File: src/rtl/gate_chk_pkg.sv
// Shared types and constants for the two-input gate checker.
// Truth tables are indexed by {a,b}: bit idx holds the expected output for that vector.
package gate_chk_pkg;

  typedef enum logic [1:0] {
    ST_IDLE   = 2'd0,
    ST_DRIVE  = 2'd1,
    ST_SAMPLE = 2'd2,
    ST_DONE   = 2'd3
  } state_t;

  localparam logic [3:0] OR_TT   = 4'b1110;
  localparam logic [3:0] AND_TT  = 4'b1000;
  localparam logic [3:0] NAND_TT = 4'b0111;
  localparam logic [3:0] NOR_TT  = 4'b0001;
  localparam logic [3:0] XOR_TT  = 4'b0110;

  localparam int unsigned SETTLE_MIN = 1;
  localparam int unsigned SETTLE_MAX = 15;
  localparam logic [1:0]  LAST_IDX   = 2'd3;
  localparam logic [2:0]  ERR_MAX    = 3'd4;

  function automatic logic tt_bit(input logic [3:0] tt, input logic [1:0] idx);
    return tt[idx];
  endfunction

  // Out-of-range settle values are pulled back into 1..15 so the run always terminates.
  function automatic logic [3:0] settle_load(input int unsigned settle);
    if (settle < SETTLE_MIN) return 4'(SETTLE_MIN);
    if (settle > SETTLE_MAX) return 4'(SETTLE_MAX);
    return 4'(settle);
  endfunction

endpackage

File: src/rtl/gate_chk_vec_gen.sv
// Vector generator: owns the vector index, the settle down-counter and the a/b decode.
// The FSM tells it when a run starts, when it is driving and when a sample step completes.
module gate_chk_vec_gen
  import gate_chk_pkg::*;
#(
  parameter int unsigned SETTLE = 1
) (
  input  logic       clk,
  input  logic       rst_n,
  input  logic       i_load,
  input  logic       i_drive,
  input  logic       i_advance,
  output logic [1:0] o_idx,
  output logic       o_settle_tc,
  output logic       o_last,
  output logic       o_a,
  output logic       o_b
);

  localparam logic [3:0] SETTLE_LD = settle_load(SETTLE);

  logic [1:0] r_idx;
  logic [3:0] r_cnt;

  always_ff @(posedge clk) begin
    if (!rst_n) begin
      r_idx <= 2'd0;
      r_cnt <= 4'd0;
    end else if (i_load) begin
      r_idx <= 2'd0;
      r_cnt <= SETTLE_LD;
    end else if (i_drive) begin
      if (r_cnt != 4'd0) r_cnt <= r_cnt - 4'd1;
    end else if (i_advance) begin
      // Leaving the last vector parks the index at 0 so IDLE drives a=b=0.
      if (r_idx == LAST_IDX) begin
        r_idx <= 2'd0;
        r_cnt <= 4'd0;
      end else begin
        r_idx <= r_idx + 2'd1;
        r_cnt <= SETTLE_LD;
      end
    end
  end

  assign o_idx       = r_idx;
  assign o_settle_tc = (r_cnt == 4'd1);
  assign o_last      = (r_idx == LAST_IDX);
  assign o_a         = r_idx[1];
  assign o_b         = r_idx[0];

endmodule

File: config.mk
export PLATFORM = sky130hd
export DESIGN_NAME = gate_chk_vec_gen
export DESIGN_NICKNAME = d
export VERILOG_FILES = /design/src/rtl/gate_chk_pkg.sv /design/src/rtl/gate_chk_vec_gen.sv
export SDC_FILE = /design/constraint.sdc
export NUM_CORES = 1
export LEC_CHECK = 0
export CAP_MARGIN = 15
export CORE_AREA = 10 10 47 49
export DETAILED_ROUTE_END_ITERATION = 12
export DIE_AREA = 0 0 57 59
export DONT_BUFFER_PORTS = 1
export PLACE_DENSITY = 0.47
export SLEW_MARGIN = 0
export SYNTH_ARGS = -nofsm -noshare
export SYNTH_HDL_FRONTEND = slang
export SYNTH_SLANG_ARGS = --single-unit
export TNS_END_PERCENT = 30
File: constraint.sdc
create_clock -name clk -period 1.4 [get_ports clk]
set_input_delay 0.35 -clock clk [delete_from_list [all_inputs] [get_ports clk]]
set_output_delay 0.35 -clock clk [all_outputs]
set_load 0.005 [all_outputs]
# Yosys cells after proc, flatten, opt, wreduce, memory -nomap -nowiden
# Cells that the tools add are included.
[op_classes] n_addsub=2 n_mul=0 div_mod_pow=0 n_lt_le_gt_ge=0 n_eq_ne=4 n_shift=0 muxes=6 n_bitwise=2 reduce_logical=7
[op_table] cell="$mux 4" count=3
[op_table] cell="$reduce_and 2->1" count=3
[op_table] cell="$eq 4x1->1 const B" count=1
[op_table] cell="$reduce_bool 4->1" count=1
[op_table] cell="$sub 4x1->4 const B" count=1
[op_table] cell="$ne 3x2->1 const B" count=1
[op_table] cell="$reduce_bool 3->1" count=1
[op_table] cell="$add 2x1->2 const B" count=1
[op_table] cell="$eq 2x2->1 const B" count=1
[op_table] cell="$mux 1" count=2
[op_table] cell="$mux 2" count=1
[op_table] cell="$ne 2x1->1 const B" count=1
[op_table] cell="$not 1->1" count=2
[op_table] cell="$reduce_bool 2->1" count=1
[op_table] cell="$reduce_or 2->1" count=1
[word_totals] register_bits=6 latch_bits=0 ramBits=0 rom_bits=0 output_inout_bits=6 n_memories=0

# Logic depth before layout (Yosys ltp)
# Gate-level depths: netlist of run 1.
[depth] ltp_word=5 mapped_depth=5

# Worst setup path before layout of run 1
# OpenSTA, ideal clock, no wires.
[synth_path] kind="register to register" from="register r_cnt[0]" to="register r_cnt[0]" t_arrival_ps=1224 path_slack_ps=49 path_stages_with_launch=6 n_path_buf=0 synth_period_minus_slack_ps=1351 path_cell_list="dfxtp_1 inv_1 ha_1 or3b_4 o41ai_2 a211oi_1"
[synth_via] elab_chain_len=4
[synth_rtl] item="start: declaration" line="gate_chk_vec_gen.sv:23" rtl="logic [3:0] r_cnt;"
[synth_rtl] item="start signal: assignment" line="gate_chk_vec_gen.sv:33" rtl="if (r_cnt != 4'd0) r_cnt <= r_cnt - 4'd1;"
[synth_rtl] item="$sub 4x1->4" line="gate_chk_vec_gen.sv:33"
[synth_rtl] item="$mux 4" line="gate_chk_vec_gen.sv:33"
[synth_rtl] item="$mux 4" line="gate_chk_vec_gen.sv:32" rtl="end else if (i_drive) begin"
[synth_rtl] item="$mux 1" line="gate_chk_vec_gen.sv:29" rtl="end else if (i_load) begin"
# Several ways; a longest one is shown, not always the timed one. The select of a mux whose other input is x is not followed.
# A chain may end at the register's enable or synchronous reset.

# Final worst setup path of run 1
[layout_path] from="register r_cnt[1]" to="output o_settle_tc"
[layout_via] elab_chain_len=1
[layout_rtl] item="$eq 4x1->1" line="gate_chk_vec_gen.sv:47" rtl="assign o_settle_tc = (r_cnt == 4'd1);"
[layout_rtl] item="end: declaration" line="gate_chk_vec_gen.sv:14" rtl="output logic o_settle_tc,"
# No other way between the ends.

==> flow_metrics.env, run 1 <==
export IMPL_crit_chain="inv_2 > buf_6 > ha_4 > nor3b_4"
export IMPL_avgRoutedWirePerCell_um=14.3
export IMPL_cts_htree_levels=1
export IMPL_globalplace_congestion=0.660
export IMPL_synthTopCellsByArea="sky130_fd_sc_hd__dfxtp_1 (31%), sky130_fd_sc_hd__ha_1 (9.7%), sky130_fd_sc_hd__buf_4 (5.8%)"
export IMPL_leakage_nw=0.177
export IMPL_synthesis_area_per_instance_sq_um=8.62
export IMPL_drive_gt1_share_pct=36.7
export IMPL_yosysMostFrequentCell="sky130_fd_sc_hd__dfxtp_1"
export IMPL_max_slew_margin_pct=82.2
export IMPL_grt_setup_unrepaired="yes"
export IMPL_switching_power_mw=0.108
export IMPL_grt_remaining_overflow=0
export IMPL_fmax_mhz=718
export IMPL_hp_class="input port to register"
export IMPL_synth_simple_gate_area_share_pct=26.8
export IMPL_synth_cell_area_sq_um=388
export IMPL_p_per_area_nw_per_um2=889
export IMPL_part_of_the_power_in_the_clock_network_pct=37.5
export IMPL_post_synth_fa_ha_maj_area_fraction_pct=9.68
export IMPL_hold_end="r_cnt[0]$_SDFFE_PN0P_"
export IMPL_power_sequential_fraction_pct=42.9
export IMPL_synthXorXnorAreaFrac_pct=0
export IMPL_yosys_register_bits=6
export IMPL_die_width_um=57
export IMPL_cts_tree="yes"
export IMPL_die_area_sq_um=3360
export IMPL_via_per_inst=5.12
export IMPL_worst_hold_check_slack_ps=205
export IMPL_max_cap_violations=0
export IMPL_antenna_cells=0
export IMPL_yosys_top_cells_count="sky130_fd_sc_hd__dfxtp_1 (6), sky130_fd_sc_hd__nor2_1 (5)"
export IMPL_min_from="rst_n"
export IMPL_path_delay_family="flip-flops"
export IMPL_cts_sink_count=6
export IMPL_m1_gr_usage_pct=5.79
export IMPL_timing_rr_end="r_cnt[0]$_SDFFE_PN0P_"
export IMPL_postRouteAntennaNets=0
export IMPL_final_cell_area_sq_um=484
export IMPL_final_setup_skew_ps=0.670
export IMPL_grt_antenna_before_repair=0
export IMPL_drt_iter0_drcs=4
export IMPL_whs_path_depth=2
export IMPL_layout_nets=59
export IMPL_post_synth_net_total=53
export IMPL_run_status="complete, no violations"
export IMPL_floorplan_core_area_sq_um=1400
export IMPL_grt_most_used_layer="met2"
export IMPL_max_slew_worst_pin_slew_ps=266
export IMPL_internal_power_mw=0.322
export IMPL_synth_ff_type="sky130_fd_sc_hd__dfxtp_1"
export IMPL_postRouteWirelength_um=927
export IMPL_synthesis_yosys_warnings=0
export IMPL_grt_pass1_wl_um=1480
export IMPL_synth_distinct_cells=21
export IMPL_clk_latency_ps=240
export IMPL_critical_path_max_fanout=2
export IMPL_placement_io_buffers=0
export IMPL_cell_count_of_the_worst_reg_to_reg_path=5
export IMPL_hpwl_um=676
export IMPL_cts_made_buffers=3
export IMPL_ys_async_sr_fraction_pct=0
export IMPL_gr_usage_all_layers_pct=5.87
export IMPL_placement_cell_area_sq_um=400
export IMPL_worst_path_buf_inv=2
export IMPL_area_growth_syn_to_layout_pct=24.8
export IMPL_slowest_cell_on_crit_path="sky130_fd_sc_hd__dfxtp_2"
export IMPL_worstReg2RegStart="r_cnt[1]$_SDFFE_PP0P_"
export IMPL_timing_final_crit_share_pct=99.6
export IMPL_synth_top_family_by_area="simple AND/OR/NAND/NOR gates"
export IMPL_worst_setup_path_end_kind="output pin"
export IMPL_max_stage_delay_ps=320
export IMPL_drt_pass1_iterations=3
export IMPL_first_global_vias=324
export IMPL_final_max_slew_viol_count=0
export IMPL_cts_root_buffer="sky130_fd_sc_hd__clkbuf_4"
export IMPL_synth_area_mux_share_pct=5.16
export IMPL_final_period_minus_worst_setup_slack_ps=1390
export IMPL_fraction_of_power_spent_switching_nets_pct=25.1
export IMPL_path_clk_slew_ps=50
export IMPL_fp_dieH_um=59
export IMPL_placed_cells=60
export IMPL_drc_errors=0
export IMPL_grt_util_met2_pct=7.91
export IMPL_setup_viol=0
export IMPL_synth_area_leader_cell="sky130_fd_sc_hd__dfxtp_1"
export IMPL_synth_top_area_share_pct=31.0
export IMPL_synth_yosys_seq_area_share_pct=31.0
export IMPL_critPathArrivalTime_ps=1040
export IMPL_initial_utilization_pct=27.7
export IMPL_synth_enable_flop_cells=0
export IMPL_largest_net_degree_at_the_start_of_global_routing=11
export IMPL_worst_setup_path_start_kind="register"
export IMPL_critical_path_class="register to output pin"
export IMPL_synth_cells=45
export IMPL_clk_path_buf_depth=2
export IMPL_route_vias_total=333
export IMPL_final_hold_viol_count=0
export IMPL_peakVddDrop_uv=345
export IMPL_reg2reg_setup_slack_ps=70
export IMPL_synth_compound_gate_area_share_pct=18.7
export IMPL_power_frac_comb_pct=19.6
export IMPL_cp_data_required_time_ps=1050
export IMPL_rows=14
export IMPL_groute_layer_met3_usage_pct=3.86
export IMPL_pin_count=11
export IMPL_post_layout_nonfiller_instances=65
==> worst max-delay path by stage <==
stage                                from  cells past startpoint               endpoint
floorplan           r_cnt[0]$_SDFFE_PN0P_                      5  r_cnt[0]$_SDFFE_PN0P_
global placement    r_cnt[1]$_SDFFE_PP0P_                      5  r_cnt[0]$_SDFFE_PN0P_
detailed placement  r_cnt[1]$_SDFFE_PP0P_                      5  r_cnt[0]$_SDFFE_PN0P_
CTS                 r_cnt[1]$_SDFFE_PP0P_                      4            o_settle_tc
global route        r_cnt[1]$_SDFFE_PP0P_                      4            o_settle_tc
finish              r_cnt[1]$_SDFFE_PP0P_                      4            o_settle_tc
==> layout make-up <==
class                           instances  area (sq um)
Inverter                                3          11.3
Tap cell                               16          20.0
Multi-Input combinational cell         33           270
Fill cell                             152           917
Clock buffer                            3          22.5
Sequential cell                         6           123
Timing Repair Buffer                    4          37.5
==> cell families after synthesis <==
kind of cell / after synthesis
flops: 6
buf+inv: 6
mux: 2
simple gates: 18
compound gates: 10
fa+ha+maj: 3
==> sequential cells by signal, indices dropped and copies added, names as in the netlist <==
name   cells
o_idx      2
r_cnt      4
==> power groups by stage <==
stage	logic (mW)	registers (mW)	clock network, mW
final	0.0846	0.185	0.161
after detailed placement	0.0666	0.186	0
after CTS	0.0781	0.184	0.173
after floorplan	0.0546	0.187	0
after global placement	0.0665	0.186	0
after global routing	0.0949	0.185	0.186
==> cell usage in the layout, fill, tap and decap left out <==
cell type / instances
sky130_fd_sc_hd__o41ai_2: 1
sky130_fd_sc_hd__ha_1: 1
sky130_fd_sc_hd__nand2_1: 2
sky130_fd_sc_hd__o32ai_1: 1
sky130_fd_sc_hd__nand3_1: 1
sky130_fd_sc_hd__o31a_2: 1
sky130_fd_sc_hd__nor2_1: 5
sky130_fd_sc_hd__ha_4: 2
sky130_fd_sc_hd__nand4b_1: 1
sky130_fd_sc_hd__buf_6: 2
sky130_fd_sc_hd__o21ai_0: 3
sky130_fd_sc_hd__mux2i_1: 2
sky130_fd_sc_hd__nor3b_4: 1
sky130_fd_sc_hd__dfxtp_1: 4
sky130_fd_sc_hd__inv_1: 1
sky130_fd_sc_hd__buf_4: 2
sky130_fd_sc_hd__clkbuf_4: 3
sky130_fd_sc_hd__a21oi_1: 3
sky130_fd_sc_hd__or2_2: 1
sky130_fd_sc_hd__nand2b_1: 1
sky130_fd_sc_hd__nor4_1: 2
sky130_fd_sc_hd__a211oi_1: 1
sky130_fd_sc_hd__inv_2: 2
sky130_fd_sc_hd__nor2b_1: 2
sky130_fd_sc_hd__or3b_4: 1
sky130_fd_sc_hd__nor3b_1: 1
sky130_fd_sc_hd__dfxtp_2: 2
==> through the flow <==
step / util, % / setup TNS [ps] / power [mW] / setup WS [ps]
3_5_place_dp: 28.6 / 0 / 0.252 / 6.73
3_3_place_gp: 28.6 / 0 / 0.252 / 4.07
4_1_cts: 33.0 / 0 / 0.435 / 8.23
5_1_grt: 34.6 / -57.8 / 0.466 / -57.8
6_report: 34.6 / 0 / 0.430 / 6.28
2_1_floorplan: - / 0 / 0.241 / 48.7
==> what timing repair did <==
| action | 4_1_cts | 5_1_grt |
|---|---|---|
| setup buffers | 1 | 1 |
| cloned | 0 | 0 |
| setup endpoints to repair | 1 | 3 |
| hold buffers | 0 | 0 |
| gates resized for setup | 9 | 3 |
| pin swaps | 0 | 1 |
==> metal layers <==
| metal | routed length, um | vias to the layer above |
|---|---|---|
| met4 | 41 | 0 |
| met2 | 407 | 9 |
| met1 | 400 | 149 |
| met5 | 0 | - |
| li1 | - | 170 |
| met3 | 77 | 5 |
==> worst register-to-register path, cell delays in order (launching register included) <==
cell and delay (ps):
sky130_fd_sc_hd__dfxtp_2 320, sky130_fd_sc_hd__inv_2 80, sky130_fd_sc_hd__ha_4 150, sky130_fd_sc_hd__or3b_4 390, sky130_fd_sc_hd__o41ai_2 200, sky130_fd_sc_hd__a211oi_1 60
(Power assumes the default switching activity.)
==> run 2: changes to the inputs <==
--- a/config.mk
+++ b/config.mk
@@ -6,9 +6,9 @@
 export NUM_CORES = 1
 export LEC_CHECK = 0
 export CAP_MARGIN = 15
-export CORE_AREA = 10 10 47 49
+export CORE_AREA = 2 2 39 41
 export DETAILED_ROUTE_END_ITERATION = 12
-export DIE_AREA = 0 0 57 59
+export DIE_AREA = 0 0 41 43
 export DONT_BUFFER_PORTS = 1
 export PLACE_DENSITY = 0.47
 export SLEW_MARGIN = 0
==> flow_metrics.env, run 2 (synthesis results as in run 1) <==
export IMPL_cts_htree_levels=1
export IMPL_grt_antenna_before_repair=0
export IMPL_hp_class="input port to register"
export IMPL_clk_path_buf_depth=2
export IMPL_leakage_nw=0.187
export IMPL_placement_cell_area_sq_um=408
export IMPL_largest_net_degree_at_the_start_of_global_routing=11
export IMPL_dp_slack_ps=40.4
export IMPL_final_max_slew_viol_count=0
export IMPL_max_slew_worst_pin_slew_ps=292
export IMPL_setup_viol=0
export IMPL_critPathArrivalTime_ps=1510
export IMPL_path_clk_slew_ps=50
export IMPL_critical_path_class="register to register"
export IMPL_max_cap_violations=0
export IMPL_rows=14
export IMPL_area_growth_syn_to_layout_pct=28.7
export IMPL_placement_io_buffers=0
export IMPL_cts_tree="yes"
export IMPL_grt_remaining_overflow=0
export IMPL_die_area_sq_um=1760
export IMPL_hpwl_um=571
export IMPL_run_status="complete, no violations"
export IMPL_grt_setup_unrepaired="yes"
export IMPL_layout_nets=61
export IMPL_gr_usage_all_layers_pct=11.9
export IMPL_crit_chain="inv_2 > ha_4 > or3b_4 > o41ai_2 > a211oi_1"
export IMPL_drt_pass1_iterations=4
export IMPL_floorplan_core_area_sq_um=1380
export IMPL_cp_data_required_time_ps=1520
export IMPL_drt_iter0_drcs=2
export IMPL_initial_utilization_pct=28.0
export IMPL_min_from="rst_n"
export IMPL_final_seq_area_sq_um=123
export IMPL_power_mw=0.432
export IMPL_final_hold_viol_count=0
export IMPL_fp_dieH_um=43
export IMPL_p_per_area_nw_per_um2=865
export IMPL_antenna_cells=0
export IMPL_flip_flop_count_of_the_largest_register_all_copies_and_words_added=4
export IMPL_critical_path_max_fanout=3
export IMPL_fmax_mhz=719
export IMPL_cts_made_buffers=3
export IMPL_final_cell_area_sq_um=499
export IMPL_grt_pass1_wl_um=1330
export IMPL_final_setup_skew_ps=2.44
export IMPL_multi_input_comb_area_sq_um=270
export IMPL_postRouteAntennaNets=0
export IMPL_post_layout_nonfiller_instances=67
export IMPL_via_per_inst=5.07
export IMPL_final_critical_path_setup_slack_ps=10.1
export IMPL_postRouteWirelength_um=818
export IMPL_max_slew_margin_pct=80.5
export IMPL_final_period_minus_worst_setup_slack_ps=1390
export IMPL_pin_count=11
export IMPL_final_setup_tns_ps=0
export IMPL_timing_rr_end="r_cnt[0]$_SDFFE_PN0P_"
export IMPL_hold_end="r_cnt[0]$_SDFFE_PN0P_"
export IMPL_hold_buffers=0
export IMPL_cell_count_of_the_worst_reg_to_reg_path=5
export IMPL_cts_root_buffer="sky130_fd_sc_hd__clkbuf_4"
export IMPL_whs_path_depth=2
export IMPL_first_global_vias=326
export IMPL_die_width_um=41
export IMPL_final_common_cell="sky130_fd_sc_hd__nor2_1"
export IMPL_slowest_cell_on_crit_path="sky130_fd_sc_hd__or3b_4"
export IMPL_worst_setup_path_end_kind="register"
export IMPL_most_common_layout_cells="sky130_fd_sc_hd__nor2_1 (5), sky130_fd_sc_hd__dfxtp_1 (4), sky130_fd_sc_hd__buf_4 (4)"
export IMPL_route_vias_total=340
export IMPL_registers_top_by_ff_count="r_cnt"
export IMPL_worst_setup_path_start_kind="register"
export IMPL_fillerInstances=143
export IMPL_avgRoutedWirePerCell_um=12.2
export IMPL_timing_final_crit_share_pct=99.3
export IMPL_max_stage_delay_ps=390
export IMPL_worstReg2RegStart="r_cnt[1]$_SDFFE_PP0P_"
export IMPL_drive_gt1_share_pct=39.2
export IMPL_peakVddDrop_uv=427
export IMPL_placed_cells=61
export IMPL_drc_errors=0
export IMPL_globalplace_congestion=0.647
export IMPL_reg2reg_setup_slack_ps=10
export IMPL_cts_sink_count=6
export IMPL_clk_latency_ps=240
==> run 2: cell types whose count changed in the layout (fill, tap and decap cells not counted), sizes merged <==
| cell | before | now |
|---|---|---|
| buf | 4 | 6 |
==> run 2: repair_timing <==
item                                    in CTS  in global routing
pin swaps                                    0                  2
endpoints found under the setup margin       1                  2
gates resized for setup                      7                  5
buffers inserted                             1                  2
==> run 2: power by group <==
group          internal [mW]  switching, mW  leakage (nW)
registers              0.178        0.00665        0.0495
clock network         0.0969         0.0609        0.0138
logic                 0.0519         0.0376         0.123
==> run 2: critical path: cells and delay by family (launching register included) <==
| family | cells | cell delay (ps) |
|---|---|---|
| compound gates | 2 | 350 |
| fa+ha+maj | 1 | 140 |
| simple gates | 1 | 390 |
| flops | 1 | 320 |
| buf+inv | 1 | 80 |
==> run 2: layout make-up <==
type	count	share of cell area, %
Clock buffer	3	4.51
Inverter	3	2.26
Sequential cell	6	24.6
Multi-Input combinational cell	33	54.1
Timing Repair Buffer	6	10.5
Tap cell	16	4.01
==> run 2: metrics by stage <==
| stage | util (%) | hold slack [ps] |
|---|---|---|
| after detailed placement | 29.5 | 469 |
| after floorplan | - | 460 |
| after CTS | 33.1 | 198 |
| after global routing | 36.1 | 197 |
| after global placement | 29.5 | 468 |
| final | 36.1 | 209 |
==> run 2: layer usage <==
| layer | track usage, % | part of all wire (%) | up-vias |
|---|---|---|---|
| met5 | 0 | 0 | - |
| met4 | 12.0 | 1.8 | 0 |
| met3 | 3.66 | 6.8 | 2 |
| met2 | 15.9 | 44 | 7 |
| met1 | 13.6 | 47 | 154 |
| li1 | - | - | 177 |
==> run 2: how the worst max path moves through the flow <==
| stage | from | endpoint | slack (ps) | cells past startpoint |
|---|---|---|---|---|
| after floorplan | r_cnt[0]$_SDFFE_PN0P_ | r_cnt[0]$_SDFFE_PN0P_ | 50 | 5 |
| after CTS | r_cnt[1]$_SDFFE_PP0P_ | o_settle_tc | 7 | 4 |
| after detailed placement | r_cnt[1]$_SDFFE_PP0P_ | r_cnt[0]$_SDFFE_PN0P_ | 40 | 5 |
| final | r_cnt[1]$_SDFFE_PP0P_ | r_cnt[0]$_SDFFE_PN0P_ | 10 | 5 |
| after global routing | r_cnt[1]$_SDFFE_PP0P_ | o_settle_tc | -40 | 4 |
| after global placement | r_cnt[1]$_SDFFE_PP0P_ | r_cnt[0]$_SDFFE_PN0P_ | 30 | 5 |
==> run 3: changes to the inputs <==
--- a/config.mk
+++ b/config.mk
@@ -5,7 +5,6 @@
 export SDC_FILE = /design/constraint.sdc
 export NUM_CORES = 1
 export LEC_CHECK = 0
-export CAP_MARGIN = 15
 export CORE_AREA = 2 2 39 41
 export DETAILED_ROUTE_END_ITERATION = 12
 export DIE_AREA = 0 0 41 43
==> results of run 3 <==
The final DEF is identical to that of run 2; final timing and power are the same.
